## config.mk

```make
export PLATFORM = sky130hd
export DESIGN_NAME = cc_fill_ctrl
export DESIGN_NICKNAME = d
export VERILOG_FILES = /design/src/rtl/cc_fill_ctrl.sv
export SDC_FILE = /design/constraint.sdc
export NUM_CORES = 1
export LEC_CHECK = 0
export CORE_AREA = 3 3 116 85
export DETAILED_ROUTE_END_ITERATION = 10
export DIE_AREA = 0 0 119 88
export GPL_ROUTABILITY_DRIVEN = 0
export PLACE_DENSITY = 0.86
export SETUP_SLACK_MARGIN = 0.05
export SYNTH_ARGS = -nofsm -noshare
export SYNTH_HDL_FRONTEND = slang
export SYNTH_SLANG_ARGS = --single-unit
```

## constraint.sdc

```tcl
create_clock -name clk -period 5 [get_ports clk]
set_input_delay 1 -clock clk [delete_from_list [all_inputs] [get_ports clk]]
set_output_delay 1 -clock clk [all_outputs]
set_load 0.02 [all_outputs]
```

## src/rtl/cc_fill_ctrl.sv

```systemverilog
`default_nettype none
// ============================================================================
// Module   : cc_fill_ctrl
// Purpose  : Per-request sequencer for a direct-mapped cache: serves hits and
//            runs the miss -> burst read -> data/tag fill -> replay sequence.
// Revision : 1.0 - initial release
// ============================================================================
module cc_fill_ctrl #(
    parameter int BEATS = 8,
    parameter int CNT_W = 16
) (
    input  logic             clk,
    input  logic             rst_n,
    input  logic             hs_pulse_i,
    input  logic             hit_i,
    input  logic             miss_i,
    input  logic [16:0]      tag_delayed_i,
    input  logic [8:0]       index_delayed_i,
    output logic             busy_o,
    output logic             hit_done_o,
    output logic             fill_done_o,
    output logic             mem_arvalid_o,
    input  logic             mem_arready_i,
    output logic [31:0]      mem_araddr_o,
    output logic [3:0]       mem_arlen_o,
    input  logic             mem_rvalid_i,
    output logic             mem_rready_o,
    input  logic [63:0]      mem_rdata_i,
    input  logic             mem_rlast_i,
    output logic             data_wren_o,
    output logic [11:0]      data_waddr_o,
    output logic [63:0]      data_wdata_o,
    output logic             tag_wren_o,
    output logic [8:0]       tag_waddr_o,
    output logic [17:0]      tag_wdata_o,
    output logic             fill_err_o,
    output logic [CNT_W-1:0] miss_cnt_o
);

    localparam logic [2:0] c_last_beat = 3'(BEATS - 1);
    localparam logic [3:0] c_arlen     = 4'(BEATS - 1);

    typedef enum logic [2:0] {
        ST_IDLE   = 3'd0,
        ST_LOOKUP = 3'd1,
        ST_REQ    = 3'd2,
        ST_FILL   = 3'd3,
        ST_TAG_WR = 3'd4,
        ST_DONE   = 3'd5
    } state_t;

    state_t           state_q,    state_d;
    logic [2:0]       cnt_q,      cnt_d;
    logic [16:0]      tag_q,      tag_d;
    logic [8:0]       index_q,    index_d;
    logic             err_q,      err_d;
    logic [CNT_W-1:0] miss_cnt_q, miss_cnt_d;

    always_ff @(posedge clk or negedge rst_n) begin
        if (!rst_n) begin
            state_q    <= ST_IDLE;
            cnt_q      <= 3'd0;
            tag_q      <= 17'd0;
            index_q    <= 9'd0;
            err_q      <= 1'b0;
            miss_cnt_q <= '0;
        end else begin
            state_q    <= state_d;
            cnt_q      <= cnt_d;
            tag_q      <= tag_d;
            index_q    <= index_d;
            err_q      <= err_d;
            miss_cnt_q <= miss_cnt_d;
        end
    end

    always_comb begin
        state_d       = state_q;
        cnt_d         = cnt_q;
        tag_d         = tag_q;
        index_d       = index_q;
        err_d         = err_q;
        miss_cnt_d    = miss_cnt_q;
        hit_done_o    = 1'b0;
        fill_done_o   = 1'b0;
        mem_arvalid_o = 1'b0;
        mem_rready_o  = 1'b0;
        data_wren_o   = 1'b0;
        data_wdata_o  = 64'd0;
        tag_wren_o    = 1'b0;
        tag_wdata_o   = 18'd0;

        case (state_q)
            ST_IDLE: begin
                if (hs_pulse_i) begin
                    state_d = ST_LOOKUP;
                end
            end
            ST_LOOKUP: begin
                // A simultaneous hit and miss resolves as a hit; neither is a
                // protocol error that quietly drops the request.
                if (hit_i) begin
                    hit_done_o = 1'b1;
                    state_d    = ST_IDLE;
                end else if (miss_i) begin
                    tag_d   = tag_delayed_i;
                    index_d = index_delayed_i;
                    if (miss_cnt_q != '1) begin
                        miss_cnt_d = miss_cnt_q + CNT_W'(1);
                    end
                    state_d = ST_REQ;
                end else begin
                    state_d = ST_IDLE;
                end
            end
            ST_REQ: begin
                mem_arvalid_o = 1'b1;
                if (mem_arready_i) begin
                    state_d = ST_FILL;
                end
            end
            ST_FILL: begin
                mem_rready_o = 1'b1;
                if (mem_rvalid_i) begin
                    data_wren_o  = 1'b1;
                    data_wdata_o = mem_rdata_i;
                    cnt_d        = cnt_q + 3'd1;
                    // rlast is only a consistency check; beat counting alone
                    // decides where the line ends.
                    if (mem_rlast_i != (cnt_q == c_last_beat)) begin
                        err_d = 1'b1;
                    end
                    if (cnt_q == c_last_beat) begin
                        cnt_d   = 3'd0;
                        state_d = ST_TAG_WR;
                    end
                end
            end
            ST_TAG_WR: begin
                tag_wren_o  = 1'b1;
                tag_wdata_o = {1'b1, tag_q};
                state_d     = ST_DONE;
            end
            ST_DONE: begin
                fill_done_o = 1'b1;
                state_d     = ST_IDLE;
            end
            default: begin
                state_d = ST_IDLE;
            end
        endcase
    end

    assign busy_o       = (state_q != ST_IDLE);
    assign mem_araddr_o = {tag_q, index_q, 6'd0};
    assign mem_arlen_o  = c_arlen;
    assign data_waddr_o = {index_q, cnt_q};
    assign tag_waddr_o  = index_q;
    assign fill_err_o   = err_q;
    assign miss_cnt_o   = miss_cnt_q;

endmodule
`default_nettype wire

```

==> Flow_metrics.wiki <==
{| class="wikitable"
! Metric !! Value
|-
| Peak supply drop || 0.000211 V
|-
| Final design instance area without fill || 5530 um2
|-
| Share of cells above drive strength 1 || 4.63%
|-
| Clock insertion delay at the later pin of the skew report || 280 ps
|-
| Slowest stage cell, crit path || sky130_fd_sc_hd__clkdlybuf4s50_1
|-
| Total Negative Setup Slacks || 0 ps
|-
| Average wire per cell in the routed design || 16.5 um
|-
| Total overflow reported by the global router || 0
|-
| Num CTS Buffers || 5
|-
| Lkg Pwr || 2.36 nW
|-
| Final critical delay including setup and external delays || 4170 ps
|-
| Core area || 8890 um2
|-
| Slew at the pin with the worst max-slew slack || 1150 ps
|-
| Cell area after technology mapping || 2960 um2
|-
| Required time at the endpoint of the critical path || 4000 ps
|-
| Data arrival time of the critical path || 3170 ps
|-
| Startpoint type of the worst setup path || input port
|-
| Antenna Violating Nets Remaining || 0
|-
| DRC violation count after routing || 0
|-
| Total via count in the routed design || 2,994
|-
| RSZ-0062 raised after global routing || false
|-
| Worst setup skew after layout || 7.34 ps
|-
| TritonRoute pass-1 iters || 4
|-
| Maximum number of pins on one net before global-route repair || 59
|-
| Number of placement rows || 29
|-
| Stage delay of the slowest cell on the critical path || 630 ps
|-
| Place WS || 827 ps
|-
| Initial core utilization || 33.3%
|-
| Height of the die || 88 um
|-
| Average via count per standard cell || 4.36
|-
| Highest Clock Rate || 240 MHz
|-
| Worst hold-check slack || 468 ps
|-
| Most common cell after layout, fill and taps aside || sky130_fd_sc_hd__clkdlybuf4s50_1
|-
| Worst Hold Class || reg -> reg
|-
| Area of the die || 10,500 um2
|-
| Slew margin rel. || 23.2%
|-
| Yosys reg bits || 49
|-
| X dimension of the die || 119 um
|-
| Power per Cell Area || 437 nW/um2
|-
| Quantity of hold-fixing buffers added after cts || 0
|-
| Hold violation count in the final report || 0
|-
| Area growth from synthesis to layout || 87.0%
|-
| Max-capacitance violation count || 0
|-
| Standard cell area after detailed placement || 5400 um2
|-
| Worst setup margin || 832 ps
|-
| Global-route usage over all layers || 20.2%
|-
| Nets@finish || 662
|-
| Crit Path Max Fanout || 58
|-
| Share of the yosys chip area belonging to registers || 41.4%
|-
| Count of yosys warnings during synthesis || 0
|-
| Startpoint-to-endpoint class of the critical path || in -> out
|-
| Post-DP HPWL || 9200 um
|-
| Post-CTS setup buffer count || 0
|-
| Cell seen most often among critical-path stages || sky130_fd_sc_hd__clkdlybuf4s50_1
|-
| Total routed wirelength || 11,300 um
|-
| Root buffer selected by CTS || sky130_fd_sc_hd__clkbuf_16
|-
| Mapped Cells || 338
|-
| Endpoint class of the critical path || output pin
|-
| # resized after CTS || 0
|-
| Longest Clk Path Bufs || 2
|-
| Result of the run || completed
|-
| Slew Viols, Final || 0
|-
| Number of DRC violations after detailed-routing iteration 0 || 126
|-
| Global-route wire length before repair || 16,600 um
|-
| Worst-path clk slew || 60 ps
|-
| Number of ports placed on the die boundary || 261
|-
| Number of global-route vias before repair || 3,017
|-
| Number of distinct standard cells referenced by the synthesized netlist || 40
|-
| Number of failing setup endpoints in the final timing report || 0
|-
| Count of buffers from port buffering || 250
|-
| Clock tree from TritonCTS || yes
|-
| Average instance area after synthesis || 8.75 um2
|-
| H-tree levels || 2
|-
| Cells along the critical path || clkdlybuf4s50_1, and3_1, buf_4, and2_1, clkdlybuf4s50_1
|-
| Initial antenna violation count || 0
|-
| Pwr Total || 2.42 mW
|-
| Total number of clock tree sinks || 49
|-
| Final period utilization || 83.4%
|-
| Antenna Cells || 0
|-
| Top library cells by usage in the layout, fill and taps aside || sky130_fd_sc_hd__clkdlybuf4s50_1 (249), sky130_fd_sc_hd__and2_1 (84), sky130_fd_sc_hd__nand2_1 (83), sky130_fd_sc_hd__dfrtp_1 (49), sky130_fd_sc_hd__conb_1 (10)
|}
[kinds of logic after synthesis]
group	synth area share [%]
AOI/OAI and AO/OA	4.06
xor gates and xnor gates	2.96
adders and majority gates	1.27
buffers and inverters	9.85
DFF	41.4
muxes	2.79
other	0.254
and+or+nand+nor	37.4
[per-stage QoR]
stage / utilization [%] / std cells
after floorplan: - / 346
after global placement: 60.7 / 678
after detailed placement: 60.7 / 678
after CTS: 62.3 / 686
after global routing: 62.3 / 686
final: 62.3 / 686
[cell usage after synthesis, drive strengths merged]
| library cell | instances | area [um2] |
|---|---|---|
| clkbuf | 14 | 52.6 |
| nor2 | 5 | 18.8 |
| nor3b | 3 | 27.5 |
| xnor2 | 9 | 78.8 |
| ha | 3 | 37.5 |
| and2 | 84 | 526 |
| nand4 | 3 | 18.8 |
| o21ai | 2 | 13.8 |
| nor4 | 2 | 42.5 |
| conb | 2 | 7.51 |
| a21oi | 1 | 5.00 |
| inv | 1 | 3.75 |
| o32ai | 1 | 8.76 |
| and3b | 1 | 8.76 |
| and3 | 4 | 25.0 |
| mux2 | 7 | 82.6 |
| dfrtp | 49 | 1230 |
| a31oi | 2 | 12.5 |
| or2 | 1 | 6.26 |
| nand2 | 83 | 312 |
| or3b | 1 | 11.3 |
| nand3b | 2 | 15.0 |
| a41oi | 1 | 8.76 |
| nor2b | 2 | 12.5 |
| buf | 32 | 235 |
| o21a | 1 | 7.51 |
| a21o | 2 | 15.0 |
| nand3 | 9 | 50.1 |
| o2111ai | 3 | 26.3 |
| xor2 | 1 | 8.76 |
| nand4b | 1 | 8.76 |
| and4 | 2 | 17.5 |
| or3 | 1 | 6.26 |
| o211ai | 3 | 22.5 |
[cell type report]
type	count	area, um2
inverters	1	3.75
clock inverters	2	10.0
multi-input cells	250	1480
well taps	124	155
flip-flops and latches	49	1230
fillers	739	3360
repair buffers	254	2530
clock buffers	6	129
[worst paths after layout]
check | depth (start not counted) | slack, ps | to | start
max | 5 | 830 | data_wdata_o[44] | mem_rvalid_i
min | 1 | 470 | fill_err_o$_DFFE_PN0P_ | fill_err_o$_DFFE_PN0P_
max reg2reg | 4 | 2750 | tag_waddr_o[7]$_DFFE_PN0P_ | state_q[0]$_DFFE_PN0P_
min reg2reg | 1 | 470 | fill_err_o$_DFFE_PN0P_ | fill_err_o$_DFFE_PN0P_
max in group asynchronous | 2 | 3750 | state_q[1]$_DFFE_PN0P_ | rst_n
min in group asynchronous | 2 | 820 | miss_cnt_o[6]$_DFFE_PN0P_ | rst_n
[layer usage]
layer	global-route usage, %	vias to the layer above	part of all wire (%)
li1	-	1489	-
met4	4.10	0	0.90
met2	35.1	127	51
met3	6.52	10	8.6
met5	0	-	0
met1	25.0	1368	40
[sequential cells by signal, indices dropped and copies added (netlist names)]
register     count
tag_waddr_o      9
state_q          3
tag_q           17
cnt_q            3
fill_err_o       1
miss_cnt_o      16
[where the power goes]
part           internal (mW)  switching (mW)  total (mW)
sequential             0.529           0.134       0.663
combinational          0.706           0.730        1.44
clock                  0.184           0.134       0.318
[worst max-delay path: cells and delay by family]
family	cells	cell delay [ps]
buf+inv	3	1550
simple gates	2	610
(Power assumes the default switching activity.)
